==> config.mk <==
export PLATFORM = sky130hd
export DESIGN_NAME = cla_pipe
export DESIGN_NICKNAME = d
export VERILOG_FILES = /design/src/rtl/cla_pipe.sv
export SDC_FILE = /design/constraint.sdc
export NUM_CORES = 1
export LEC_CHECK = 0
export ABC_AREA = 1
export BUFFER_PORTS_ARGS = -buffer_cell sky130_fd_sc_hd__buf_2
export CAP_MARGIN = 25
export CORE_UTILIZATION = 60
export CTS_CLUSTER_DIAMETER = 80
export CTS_CLUSTER_SIZE = 12
export DETAILED_ROUTE_END_ITERATION = 6
export PLACE_DENSITY_LB_ADDON = 0.1
export SLEW_MARGIN = 0
export SYNTH_ARGS = -nofsm -noshare
export SYNTH_HDL_FRONTEND = slang
export SYNTH_SLANG_ARGS = --single-unit
==> constraint.sdc <==
create_clock -name clk -period 4.1 [get_ports clk]
set_input_delay 0.41 -clock clk [delete_from_list [all_inputs] [get_ports clk]]
set_output_delay 0.41 -clock clk [all_outputs]
set_load 0.1 [all_outputs]
==> src/rtl/cla_pipe.sv <==
`default_nettype none
// ---------------------------------------------------------------------------
// cla_pipe : skewed pipelined carry-lookahead adder/subtractor with flags
// Rev 1.0
// ---------------------------------------------------------------------------
module cla_pipe #(
  parameter int WIDTH  = 32,
  parameter int STAGES = 2
) (
  input  logic             clk,
  input  logic             clrn,
  input  logic             in_valid,
  output logic             in_ready,
  input  logic [WIDTH-1:0] a,
  input  logic [WIDTH-1:0] b,
  input  logic             sub,
  input  logic             c_in,
  output logic             out_valid,
  input  logic             out_ready,
  output logic [WIDTH-1:0] s,
  output logic             c_out,
  output logic             ovf,
  output logic             zero
);

  localparam int SW = WIDTH / STAGES;
  localparam int NG = SW / 4;
  localparam int LV = $clog2(NG + 1);

  // Group carries come from a parallel-prefix tree over (G,P) pairs with the
  // slice carry-in as element 0, so no carry ripples from group to group.
  function automatic logic [SW:0] cla_add(input logic [SW-1:0] x,
                                          input logic [SW-1:0] y,
                                          input logic          ci);
    logic [SW-1:0] g;
    logic [SW-1:0] p;
    logic [SW-1:0] c;
    logic [NG-1:0] grp_g;
    logic [NG-1:0] grp_p;
    logic [NG:0]   gt [0:LV];
    logic [NG:0]   pt [0:LV];
    logic          c0;
    int            d;
    int            base;
    g = x & y;
    p = x ^ y;
    c = '0;
    for (int j = 0; j < NG; j++) begin
      base     = 4 * j;
      grp_g[j] = g[base+3] | (p[base+3] & g[base+2]) |
                 (p[base+3] & p[base+2] & g[base+1]) |
                 (p[base+3] & p[base+2] & p[base+1] & g[base]);
      grp_p[j] = &p[base +: 4];
    end
    gt[0] = {grp_g, ci};
    pt[0] = {grp_p, 1'b0};
    for (int l = 1; l <= LV; l++) begin
      d = 1 << (l - 1);
      for (int i = 0; i <= NG; i++) begin
        if (i >= d) begin
          gt[l][i] = gt[l-1][i] | (pt[l-1][i] & gt[l-1][i-d]);
          pt[l][i] = pt[l-1][i] & pt[l-1][i-d];
        end else begin
          gt[l][i] = gt[l-1][i];
          pt[l][i] = pt[l-1][i];
        end
      end
    end
    for (int j = 0; j < NG; j++) begin
      base      = 4 * j;
      c0        = gt[LV][j];
      c[base]   = c0;
      c[base+1] = g[base] | (p[base] & c0);
      c[base+2] = g[base+1] | (p[base+1] & g[base]) | (&p[base +: 2] & c0);
      c[base+3] = g[base+2] | (p[base+2] & g[base+1]) |
                  (p[base+2] & p[base+1] & g[base]) | (&p[base +: 3] & c0);
    end
    return {gt[LV][NG], p ^ c};
  endfunction

  logic [WIDTH-1:0]  bb;
  logic              cin0;
  logic [STAGES-1:0] v;
  logic [STAGES-1:0] adv;
  logic              adv_t;

  assign bb       = sub ? ~b : b;
  assign cin0     = sub | c_in;
  assign in_ready = adv[0];

  always_comb begin
    adv   = '0;
    adv_t = out_ready;
    for (int k = STAGES - 1; k >= 0; k--) begin
      adv_t  = ~v[k] | adv_t;
      adv[k] = adv_t;
    end
  end

  for (genvar k = 0; k < STAGES; k++) begin : g_stage
    localparam int BASE = k * SW;
    localparam int LO   = BASE + SW;
    localparam int REM  = WIDTH - BASE;

    logic [REM-1:0] opa;
    logic [REM-1:0] opb;
    logic           ci;
    logic           vi;
    logic [SW:0]    res;
    logic [LO-1:0]  sum_d;
    logic [LO-1:0]  sum_q;
    logic           v_q;

    if (k == 0) begin : g_head
      assign opa   = a;
      assign opb   = bb;
      assign ci    = cin0;
      assign vi    = in_valid & adv[0];
      assign sum_d = res[SW-1:0];
    end else begin : g_body
      assign opa   = g_stage[k-1].g_fwd.a_q;
      assign opb   = g_stage[k-1].g_fwd.b_q;
      assign ci    = g_stage[k-1].g_fwd.cy_q;
      assign vi    = v[k-1];
      assign sum_d = {res[SW-1:0], g_stage[k-1].sum_q};
    end

    assign res  = cla_add(opa[SW-1:0], opb[SW-1:0], ci);
    assign v[k] = v_q;

    always_ff @(posedge clk or negedge clrn) begin
      if (!clrn) begin
        v_q   <= 1'b0;
        sum_q <= '0;
      end else if (adv[k]) begin
        v_q   <= vi;
        sum_q <= sum_d;
      end
    end

    if (k < STAGES - 1) begin : g_fwd
      logic [REM-SW-1:0] a_q;
      logic [REM-SW-1:0] b_q;
      logic              cy_q;

      always_ff @(posedge clk or negedge clrn) begin
        if (!clrn) begin
          a_q  <= '0;
          b_q  <= '0;
          cy_q <= 1'b0;
        end else if (adv[k]) begin
          a_q  <= opa[REM-1:SW];
          b_q  <= opb[REM-1:SW];
          cy_q <= res[SW];
        end
      end
    end else begin : g_tail
      logic c_q;
      logic ovf_q;
      logic zero_q;

      // Carry into the MSB is recovered as sum ^ a ^ b at that bit.
      always_ff @(posedge clk or negedge clrn) begin
        if (!clrn) begin
          c_q    <= 1'b0;
          ovf_q  <= 1'b0;
          zero_q <= 1'b0;
        end else if (adv[k]) begin
          c_q    <= res[SW];
          ovf_q  <= res[SW] ^ res[SW-1] ^ opa[SW-1] ^ opb[SW-1];
          zero_q <= ~|sum_d;
        end
      end

      assign s         = sum_q;
      assign c_out     = c_q;
      assign ovf       = ovf_q;
      assign zero      = zero_q;
      assign out_valid = v_q;
    end
  end

endmodule
`default_nettype wire

==> impl_table.tex, run 1 <==
\begin{tabular}{lr}
\hline
Metric & Value \\
\hline
\multicolumn{2}{l}{\textbf{STA}} \\
Clock Skews & 12.04 ps \\
Slew Limit Headroom & 31.06\% \\
Final hold slack & 230.8 ps \\
Number of pins exceeding their max-slew limit in the final report & 0 \\
Upper clock frequency limit & 333.5 MHz \\
Final-report setup violation count & 0 \\
Count of final hold-check violations & 0 \\
Unrepaired setup endpoints after global routing & no \\
Final critical-path share of the clock period & 73.14\% \\
Slack of the critical path & 1101 ps \\
Clock period minus worst slack & 2999 ps \\
Post-route setup TNS & 0 ps \\
Worst-margin pin slew & 1033 ps \\
\multicolumn{2}{l}{\textbf{GRT}} \\
GRT Residual Overflow & 0 \\
Global-route wire length before repair & 18940 um \\
Pin count of the biggest net entering global routing & 57 \\
Antenna violations before repair & 0 \\
Number of global-route vias before repair & 4270 \\
Overall track demand over capacity in global routing & 28.00\% \\
\multicolumn{2}{l}{\textbf{Worst setup path}} \\
Beginning of the worst register-to-register path & g\_stage[0].g\_fwd.a\_q[2]\$\_DFFE\_PN0N\_ \\
Worst path cell trace & ha\_1, nand2\_1, inv\_1, nand3\_1, nand2\_1, nand2\_1, nand2\_1, fa\_1, inv\_1, nand2\_1, nor2\_1, nand3\_1, nor2\_1, nand3\_1, nor2\_1, nand3\_1, nor2\_1, nand3\_1, nand2\_1 \\
Family with the most delay on the worst path & simple AND/OR/NAND/NOR gates \\
Worst Setup EP & zero\$\_DFFE\_PN0P\_ \\
Reg2reg end & zero\$\_DFFE\_PN0P\_ \\
CP arrival & 3300 ps \\
Critical Path Slowest Stage Cell & sky130\_fd\_sc\_hd\_\_fa\_1 \\
Beginning of the critical path & g\_stage[0].g\_fwd.a\_q[2]\$\_DFFE\_PN0N\_ \\
Data required, critical path & 4400 ps \\
Number of stages on the worst setup path & 19 \\
Flop-to-flop setup slack & 1100 ps \\
Startpoint kind of the worst setup timing path & flip-flop \\
CP Capture Type & flip-flop \\
Maximum fanout count along the critical path & 5 \\
Longest individual stage delay on the worst path & 450 ps \\
Startpoint-to-endpoint class of the critical path & reg -> reg \\
Most prevalent standard cell on the critical path & sky130\_fd\_sc\_hd\_\_nand2\_1 \\
Number of buffer and inverter instances along the worst setup path & 2 \\
Cells on worst reg2reg path & 19 \\
\multicolumn{2}{l}{\textbf{Clock network}} \\
Number of clock sinks seen by CTS & 86 \\
CTS tree & yes \\
Clock transition time at the flip-flop clock pins of the worst setup and hold paths & 90 ps \\
CTS Root Cell & sky130\_fd\_sc\_hd\_\_clkbuf\_8 \\
Post-CTS repair timing setup buffer count & 0 \\
Buffer depth of the longest clock path & 2 \\
Depth of the CTS H-tree & 3 \\
Number of buffers created by CTS & 9 \\
Insertion delay of the later-clocked pin in the worst-skew pair & 370 ps \\
\multicolumn{2}{l}{\textbf{Power}} \\
Fraction of power consumed by the clock network & 17.5\% \\
Reported leakage power & 3.299 nW \\
Switching power share of the total & 51.15\% \\
Pwr dens & 604.1 mW/mm2 \\
Proportion of power drawn by flip-flops and latches & 32.8\% \\
Power spent charging and discharging nets & 1.844 mW \\
Peak VDD IR & 0.3842 mV \\
Logic gate share of total power & 49.8\% \\
Internal & 1.760 mW \\
\multicolumn{2}{l}{\textbf{Logic synthesis}} \\
Sequential cell area fraction in the yosys report & 42.11\% \\
Synth cell count leaders & sky130\_fd\_sc\_hd\_\_nand2\_1, sky130\_fd\_sc\_hd\_\_dfrtp\_1, sky130\_fd\_sc\_hd\_\_inv\_1 \\
Avg Inst Size Synth & 7.839 um2 \\
Cell accounting for the most synthesized area & sky130\_fd\_sc\_hd\_\_dfrtp\_1 \\
Top cells by area in the synthesized netlist & sky130\_fd\_sc\_hd\_\_dfrtp\_1, sky130\_fd\_sc\_hd\_\_nand2\_1, sky130\_fd\_sc\_hd\_\_ha\_1, sky130\_fd\_sc\_hd\_\_inv\_1, sky130\_fd\_sc\_hd\_\_xnor2\_1 \\
Net count of the mapped netlist & 762 \\
Post-synth EDFFs & 0 \\
Synth warn & 0 \\
Summed instance area of the synthesized netlist & 0.005111 mm2 \\
Flops \& latches, synth & 86 \\
Async S/R FF share, synth & 100.0\% \\
Fraction of synthesized cell area taken by the top area cell type & 42.11\% \\
Most common flop cell mapped by yosys & sky130\_fd\_sc\_hd\_\_dfrtp\_1 \\
Count of mapped cells out of synthesis & 652 \\
Top-count cell post-synth & sky130\_fd\_sc\_hd\_\_nand2\_1 \\
Synth unique cells & 32 \\
\multicolumn{2}{l}{\textbf{Die}} \\
Die width & 94.30 um \\
Area of the core & 0.008217 mm2 \\
Initial cell density of the core & 62.20\% \\
Vertical die dimension & 94.30 um \\
Number of top-level pins & 107 \\
Die outline area & 0.008892 mm2 \\
\# rows & 33 \\
\multicolumn{2}{l}{\textbf{Placement}} \\
Global placer's final weighted congestion & 0.8738 \\
Worst setup timing slack at the placement stage & 1143 ps \\
Post-detailed-placement half-perimeter wirelength & 8670 um \\
Post-detailed-placement cell area & 0.005746 mm2 \\
Port Buffers & 106 \\
\multicolumn{2}{l}{\textbf{Worst hold path}} \\
Type of the worst min-delay path & in -> reg \\
\multicolumn{2}{l}{\textbf{Finish}} \\
Filler cell count & 665 \\
Layout Cell Area excl Fill & 0.005966 mm2 \\
\# nets final & 864 \\
Final core utilization & 72.61\% \\
Area Overhead vs Synth & 16.72\% \\
Antenna diode count & 0 \\
Ratio of cells with drive above 1 in the final layout & 17.92\% \\
\multicolumn{2}{l}{\textbf{Route}} \\
Post-route ant nets & 0 \\
\# DRC & 0 \\
Detailed-route wire length per cell & 13.47 um \\
Violation count after the first detailed-route iteration & 159 \\
Vias/cell & 5.172 \\
Via count & 4469 \\
Wirelength, routed & 11640 um \\
Number of search-and-repair iterations in the first detailed-routing pass & 4 \\
\multicolumn{2}{l}{\textbf{Job}} \\
Maximum Capacitance Violations & 0 \\
\multicolumn{2}{l}{\textbf{Outcome}} \\
Outcome & complete, no violations \\
\hline
\end{tabular}
==> worst min-delay path, cell delays in order <==
cell	delay, ps
sky130_fd_sc_hd__buf_2	70
sky130_fd_sc_hd__nand2_1	40
sky130_fd_sc_hd__nand2_1	50
==> routing by layer <==
metal | wire length (um) | vias to the layer above | share of wire [%] | global-route usage [%]
met5 | 0 | - | 0 | 0
met4 | 227 | 0 | 2.0 | 10.13
met3 | 621 | 16 | 5.3 | 5.906
met2 | 5734 | 134 | 49 | 48.37
met1 | 5055 | 2072 | 43 | 34.23
li1 | - | 2247 | - | -
==> power groups by stage <==
stage	clock network [mW]	logic [mW]	registers (mW)
after global placement	0	1.75	1.19
after detailed placement	0	1.79	1.20
after floorplan	0	0.605	2.01
final	0.629	1.79	1.18
after CTS	0.637	1.80	1.18
after global routing	0.678	1.93	1.21
==> flip-flops by register name, indices dropped and copies added, names as in the netlist <==
signal / cells
s: 32
g_stage.g_fwd.a_q: 16
g_stage.g_fwd.b_q: 16
g_stage.sum_q: 16
c_out: 1
g_stage.g_fwd.cy_q: 1
g_stage.v_q: 1
out_valid: 1
ovf: 1
zero: 1
==> through the flow <==
stage | std cells | total power, mW
final | 864 | 3.604
after global routing | 864 | 3.820
after CTS | 864 | 3.618
after detailed placement | 847 | 2.987
after global placement | 846 | 2.943
after floorplan | 652 | 2.615
==> area by class of cell <==
class | count | area (um2) | share of cell area [%]
Multi-Input combinational cell | 478 | 2620 | 43.92
Sequential cell | 86 | 2152 | 36.07
Clock inverter | 4 | 55.05 | 0.9228
Tap cell | 105 | 131.4 | 2.202
Inverter | 67 | 251.5 | 4.216
Timing Repair Buffer | 112 | 600.6 | 10.07
Clock buffer | 12 | 155.1 | 2.601
==> worst min path at each step <==
| stage | depth (start not counted) | startpoint | slack [ps] | end |
|---|---|---|---|---|
| floorplan | 0 | clrn | 110 | c_out$_DFFE_PN0P_ |
| finish | 3 | a[21] | 230 | g_stage[0].g_fwd.a_q[5]$_DFFE_PN0N_ |
| global route | 3 | a[21] | 230 | g_stage[0].g_fwd.a_q[5]$_DFFE_PN0N_ |
| detailed placement | 1 | clrn | 370 | g_stage[0].g_fwd.a_q[4]$_DFFE_PN0N_ |
| CTS | 3 | a[20] | 220 | g_stage[0].g_fwd.a_q[4]$_DFFE_PN0N_ |
| global placement | 2 | s[6]$_DFFE_PN0P_ | 450 | s[6]$_DFFE_PN0P_ |
==> logic make-up (layout without fill, tap and decap cells) <==
kind of cell             count (synthesis)  after routing  share of synthesized area, %
AO/OA/AOI/OAI                           64             64                         7.001
XOR/XNOR                                42             42                         7.197
adder cells (fa/ha/maj)                 40             40                         10.97
buffers and inverters                   88            195                         6.781
flip-flops                              86             86                         42.11
AND/OR/NAND/NOR                        332            332                         25.95
==> placed cells by master (no fill, tap or decap), drive strengths merged, types with 14 or more instances in the layout <==
| cell type | count |
|---|---|
| a21oi | 14 |
| buf | 111 |
| dfrtp | 86 |
| ha | 32 |
| inv | 67 |
| nand2 | 254 |
| nand3 | 28 |
| nor2 | 37 |
| o21ai | 34 |
| xnor2 | 22 |
| xor2 | 20 |
==> what timing repair did <==
| item | 4_1_cts | 5_1_grt |
|---|---|---|
| hold buffers | 1 | 0 |
| resized for setup | 0 | 0 |
| hold endpoints to repair | 30 | 0 |
No activity file was read; power rests on OpenSTA's default activity.
==> inputs of run 2 (changes only) <==
- CORE_UTILIZATION: 60 -> 50
- clock period: 4.1 -> 2.7 ns (I/O delays scaled with it)
==> run 2 against run 1 <==
Against the previous run: the flow now finishes with violations (setup timing); combinational power up 56%; clock skew down 3.7 ps; non-clock buffer count up 14; clock power up 80%; final cell count up 4.9%; critical path type unchanged.
==> impl_table.tex, run 2 (synthesis gave the netlist of run 1 again) <==
\begin{tabular}{lr}
\hline
Metric & Value \\
\hline
\multicolumn{2}{l}{\textbf{Finish}} \\
Final instance count without filler cells & 906 (+4.9\%) \\
Area Overhead vs Synth & 22.96\% \\
Ratio of cells with drive above 1 in the final layout & 21.47\% (+3.6 points) \\
Most common cell after layout, fill and taps aside & sky130\_fd\_sc\_hd\_\_nand2\_1 \\
Antenna diode count & 0 (unchanged) \\
Most frequent cells in the layout & sky130\_fd\_sc\_hd\_\_nand2\_1, sky130\_fd\_sc\_hd\_\_buf\_2, sky130\_fd\_sc\_hd\_\_dfrtp\_1, sky130\_fd\_sc\_hd\_\_inv\_1, sky130\_fd\_sc\_hd\_\_nor2\_1 \\
Number of flip-flops in the largest register & 32 (unchanged) \\
\# nets final & 878 (+1.6\%) \\
\multicolumn{2}{l}{\textbf{Clock network}} \\
Buffer depth of the longest clock path & 2 (unchanged) \\
Clock transition time at the flip-flop clock pins of the worst setup and hold paths & 90 ps (about the same) \\
Insertion delay of the later-clocked pin in the worst-skew pair & 370 ps (about the same) \\
CTS tree & yes \\
CTS Root Cell & sky130\_fd\_sc\_hd\_\_clkbuf\_8 \\
Number of buffers created by CTS & 9 (unchanged) \\
Number of clock sinks seen by CTS & 86 (unchanged) \\
Depth of the CTS H-tree & 3 (unchanged) \\
\multicolumn{2}{l}{\textbf{Route}} \\
Via count & 4396 (-1.6\%) \\
Detailed-route wire length per cell & 12.77 um (-5.2\%) \\
Number of search-and-repair iterations in the first detailed-routing pass & 5 (+1) \\
Violation count after the first detailed-route iteration & 159 (unchanged) \\
Wirelength, routed & 11570 um (-0.61\%) \\
Vias/cell & 4.852 (-6.2\%) \\
\# DRC & 0 (unchanged) \\
Post-route ant nets & 0 (unchanged) \\
\multicolumn{2}{l}{\textbf{Placement}} \\
Post-detailed-placement half-perimeter wirelength & 8561 um (-1.3\%) \\
Number of instances in the placed design & 881 (+4.0\%) \\
Global placer's final weighted congestion & 0.8487 (-2.9\%) \\
Port Buffers & 106 (unchanged) \\
\multicolumn{2}{l}{\textbf{Power}} \\
Power Total & 5.735 mW (+59\%) \\
Peak VDD IR & 0.4809 mV (+25\%) \\
Logic gate share of total power & 48.9\% (-0.9 points) \\
Switching power share of the total & 48.99\% (-2.2 points) \\
Power spent charging and discharging nets & 2.810 mW (+52\%) \\
Reported leakage power & 3.397 nW (+3.0\%) \\
Pwr dens & 912.6 mW/mm2 (+51\%) \\
Internal & 2.926 mW (+66\%) \\
Proportion of power drawn by flip-flops and latches & 31.4\% (-1.4 points) \\
Fraction of power consumed by the clock network & 19.7\% (+2.2 points) \\
\multicolumn{2}{l}{\textbf{Die}} \\
Die width & 103.1 um (+9.3\%) \\
Number of top-level pins & 107 (unchanged) \\
Area of the core & 0.009819 mm2 (+20\%) \\
Vertical die dimension & 103.1 um (+9.3\%) \\
Die outline area & 0.01063 mm2 (+20\%) \\
Initial cell density of the core & 52.05\% (-10 points) \\
\# rows & 36 (+9.1\%) \\
\multicolumn{2}{l}{\textbf{Outcome}} \\
Outcome & finished, violations left \\
Failing checks & setup timing \\
\multicolumn{2}{l}{\textbf{Worst setup path}} \\
Startpoint kind of the worst setup timing path & flip-flop \\
CP Capture Type & flip-flop \\
Data required, critical path & 3000 ps (-1400 ps) \\
Maximum fanout count along the critical path & 4 (-1) \\
CP arrival & 3020 ps (-280 ps) \\
Startpoint-to-endpoint class of the critical path & reg -> reg \\
\multicolumn{2}{l}{\textbf{GRT}} \\
Number of global-route vias before repair & 4067 (-4.8\%) \\
Global-route wire length before repair & 18470 um (-2.5\%) \\
Antenna violations before repair & 0 (unchanged) \\
Pin count of the biggest net entering global routing & 87 (+53\%) \\
Overall track demand over capacity in global routing & 23.19\% (-4.8 points) \\
GRT Residual Overflow & 0 (unchanged) \\
\multicolumn{2}{l}{\textbf{STA}} \\
Final-report setup violation count & 1 (+1) \\
Unrepaired setup endpoints after global routing & yes \\
Clock Skews & 8.316 ps (-3.728 ps) \\
Final critical-path share of the clock period & 100.4\% (+27 points) \\
Slew Limit Headroom & 66.38\% (+35 points) \\
Clock period minus worst slack & 2711 ps (-287.6 ps) \\
Upper clock frequency limit & 368.8 MHz (+11\%) \\
Number of pins exceeding their max-slew limit in the final report & 0 (unchanged) \\
Worst-margin pin slew & 507.8 ps (-525.2 ps) \\
Count of final hold-check violations & 0 (unchanged) \\
Slack of the critical path & -11.38 ps (-1112 ps) \\
\multicolumn{2}{l}{\textbf{Job}} \\
Maximum Capacitance Violations & 0 (unchanged) \\
\multicolumn{2}{l}{\textbf{Worst hold path}} \\
Type of the worst min-delay path & in -> reg \\
\hline
\end{tabular}
==> run 2: cell types whose count changed in the layout (fill, tap and decap cells not counted), moves of 2 or more <==
cell	previous run	this run
sky130_fd_sc_hd__nand2_1	251	244
sky130_fd_sc_hd__clkinv_4	2	0
sky130_fd_sc_hd__buf_12	0	2
sky130_fd_sc_hd__ha_4	0	6
sky130_fd_sc_hd__buf_4	5	17
sky130_fd_sc_hd__ha_1	32	26
sky130_fd_sc_hd__bufinv_16	1	3
sky130_fd_sc_hd__nand2_2	3	9
==> run 2: layout make-up <==
cell class	instances	area, um2
fillers	941	3535
inverters	67	251.5
repair buffers	126	730.7
well taps	133	166.4
multi-input cells	478	2728
flip-flops and latches	86	2152
clock buffers	11	151.4
clock inverters	5	105.1
==> run 2: final timing paths <==
path                                                startpoint                          endpoint  slack [ps]  cells after the start
max in group asynchronous                                 clrn  g_stage[0].sum_q[14]$_DFFE_PN0N_        1840                      3
hold reg to reg                               s[9]$_DFFE_PN0P_                  s[9]$_DFFE_PN0P_         470                      2
min in group asynchronous                                 clrn                 s[21]$_DFFE_PN0P_         480                      3
hold / removal                                        in_valid        g_stage[0].v_q$_DFFE_PN0N_          90                      2
setup reg to reg           g_stage[0].g_fwd.b_q[0]$_DFFE_PN0N_                  zero$_DFFE_PN0P_         -10                     19
setup / recovery           g_stage[0].g_fwd.b_q[0]$_DFFE_PN0N_                  zero$_DFFE_PN0P_         -10                     19
==> run 2: power groups by stage <==
stage / Combinational [mW] / Sequential (mW) / Clock [mW]
3_5_place_dp: 2.73 / 1.82 / 0
3_3_place_gp: 2.71 / 1.81 / 0
2_1_floorplan: 0.918 / 3.05 / 0
5_1_grt: 3.04 / 1.84 / 1.21
4_1_cts: 2.75 / 1.80 / 1.15
6_report: 2.80 / 1.80 / 1.13
==> run 2: through the flow <==
step	util (%)	setup TNS, ps	instance area (um2)	hold slack, ps	setup slack (ps)
after CTS	62.40	0	6127	81.91	2.337
after detailed placement	59.38	-10.69	5831	345.4	-10.69
final	64.00	-11.38	6285	90.80	-11.38
after global placement	59.38	0	5831	341.8	112.0
after floorplan	-	0	5111	-25.59	234.5
after global routing	64.00	-223.8	6285	73.78	-223.8
==> run 2: worst max-delay path, cell delays in order, from the launching register on <==
cell	delay (ps)
sky130_fd_sc_hd__dfrtp_1	390
sky130_fd_sc_hd__ha_1	320
sky130_fd_sc_hd__nand2_1	80
sky130_fd_sc_hd__nand2_2	60
sky130_fd_sc_hd__nand3_2	70
sky130_fd_sc_hd__nand2_2	80
sky130_fd_sc_hd__nand2_2	100
sky130_fd_sc_hd__nand2_4	60
sky130_fd_sc_hd__fa_1	500
sky130_fd_sc_hd__nor2_1	120
sky130_fd_sc_hd__nand2_1	60
sky130_fd_sc_hd__nor2_1	90
sky130_fd_sc_hd__nand3_1	90
sky130_fd_sc_hd__nor2_1	120
sky130_fd_sc_hd__nand3_1	80
sky130_fd_sc_hd__nor2_1	100
sky130_fd_sc_hd__nand3_1	70
sky130_fd_sc_hd__nor2_1	100
sky130_fd_sc_hd__nand3_1	70
sky130_fd_sc_hd__nand2_1	70
==> run 2: what timing repair did <==
item / CTS / global route
resized for setup: 4 / 12
hold buffers: 1 / 0
hold endpoints to repair: 86 / 0
gates cloned: 0 / 0
setup buffers: 0 / 7
pin swaps: 0 / 18
endpoints found under the setup margin: 1 / 1
==> run 2: routing by layer <==
layer	vias to the layer above	track usage (%)	part of all wire, %
li1	2271	-	-
met1	2000	27.82	45
met2	108	40.51	49
met3	17	5.153	5.0
met4	0	9.101	1.7
met5	-	0	0
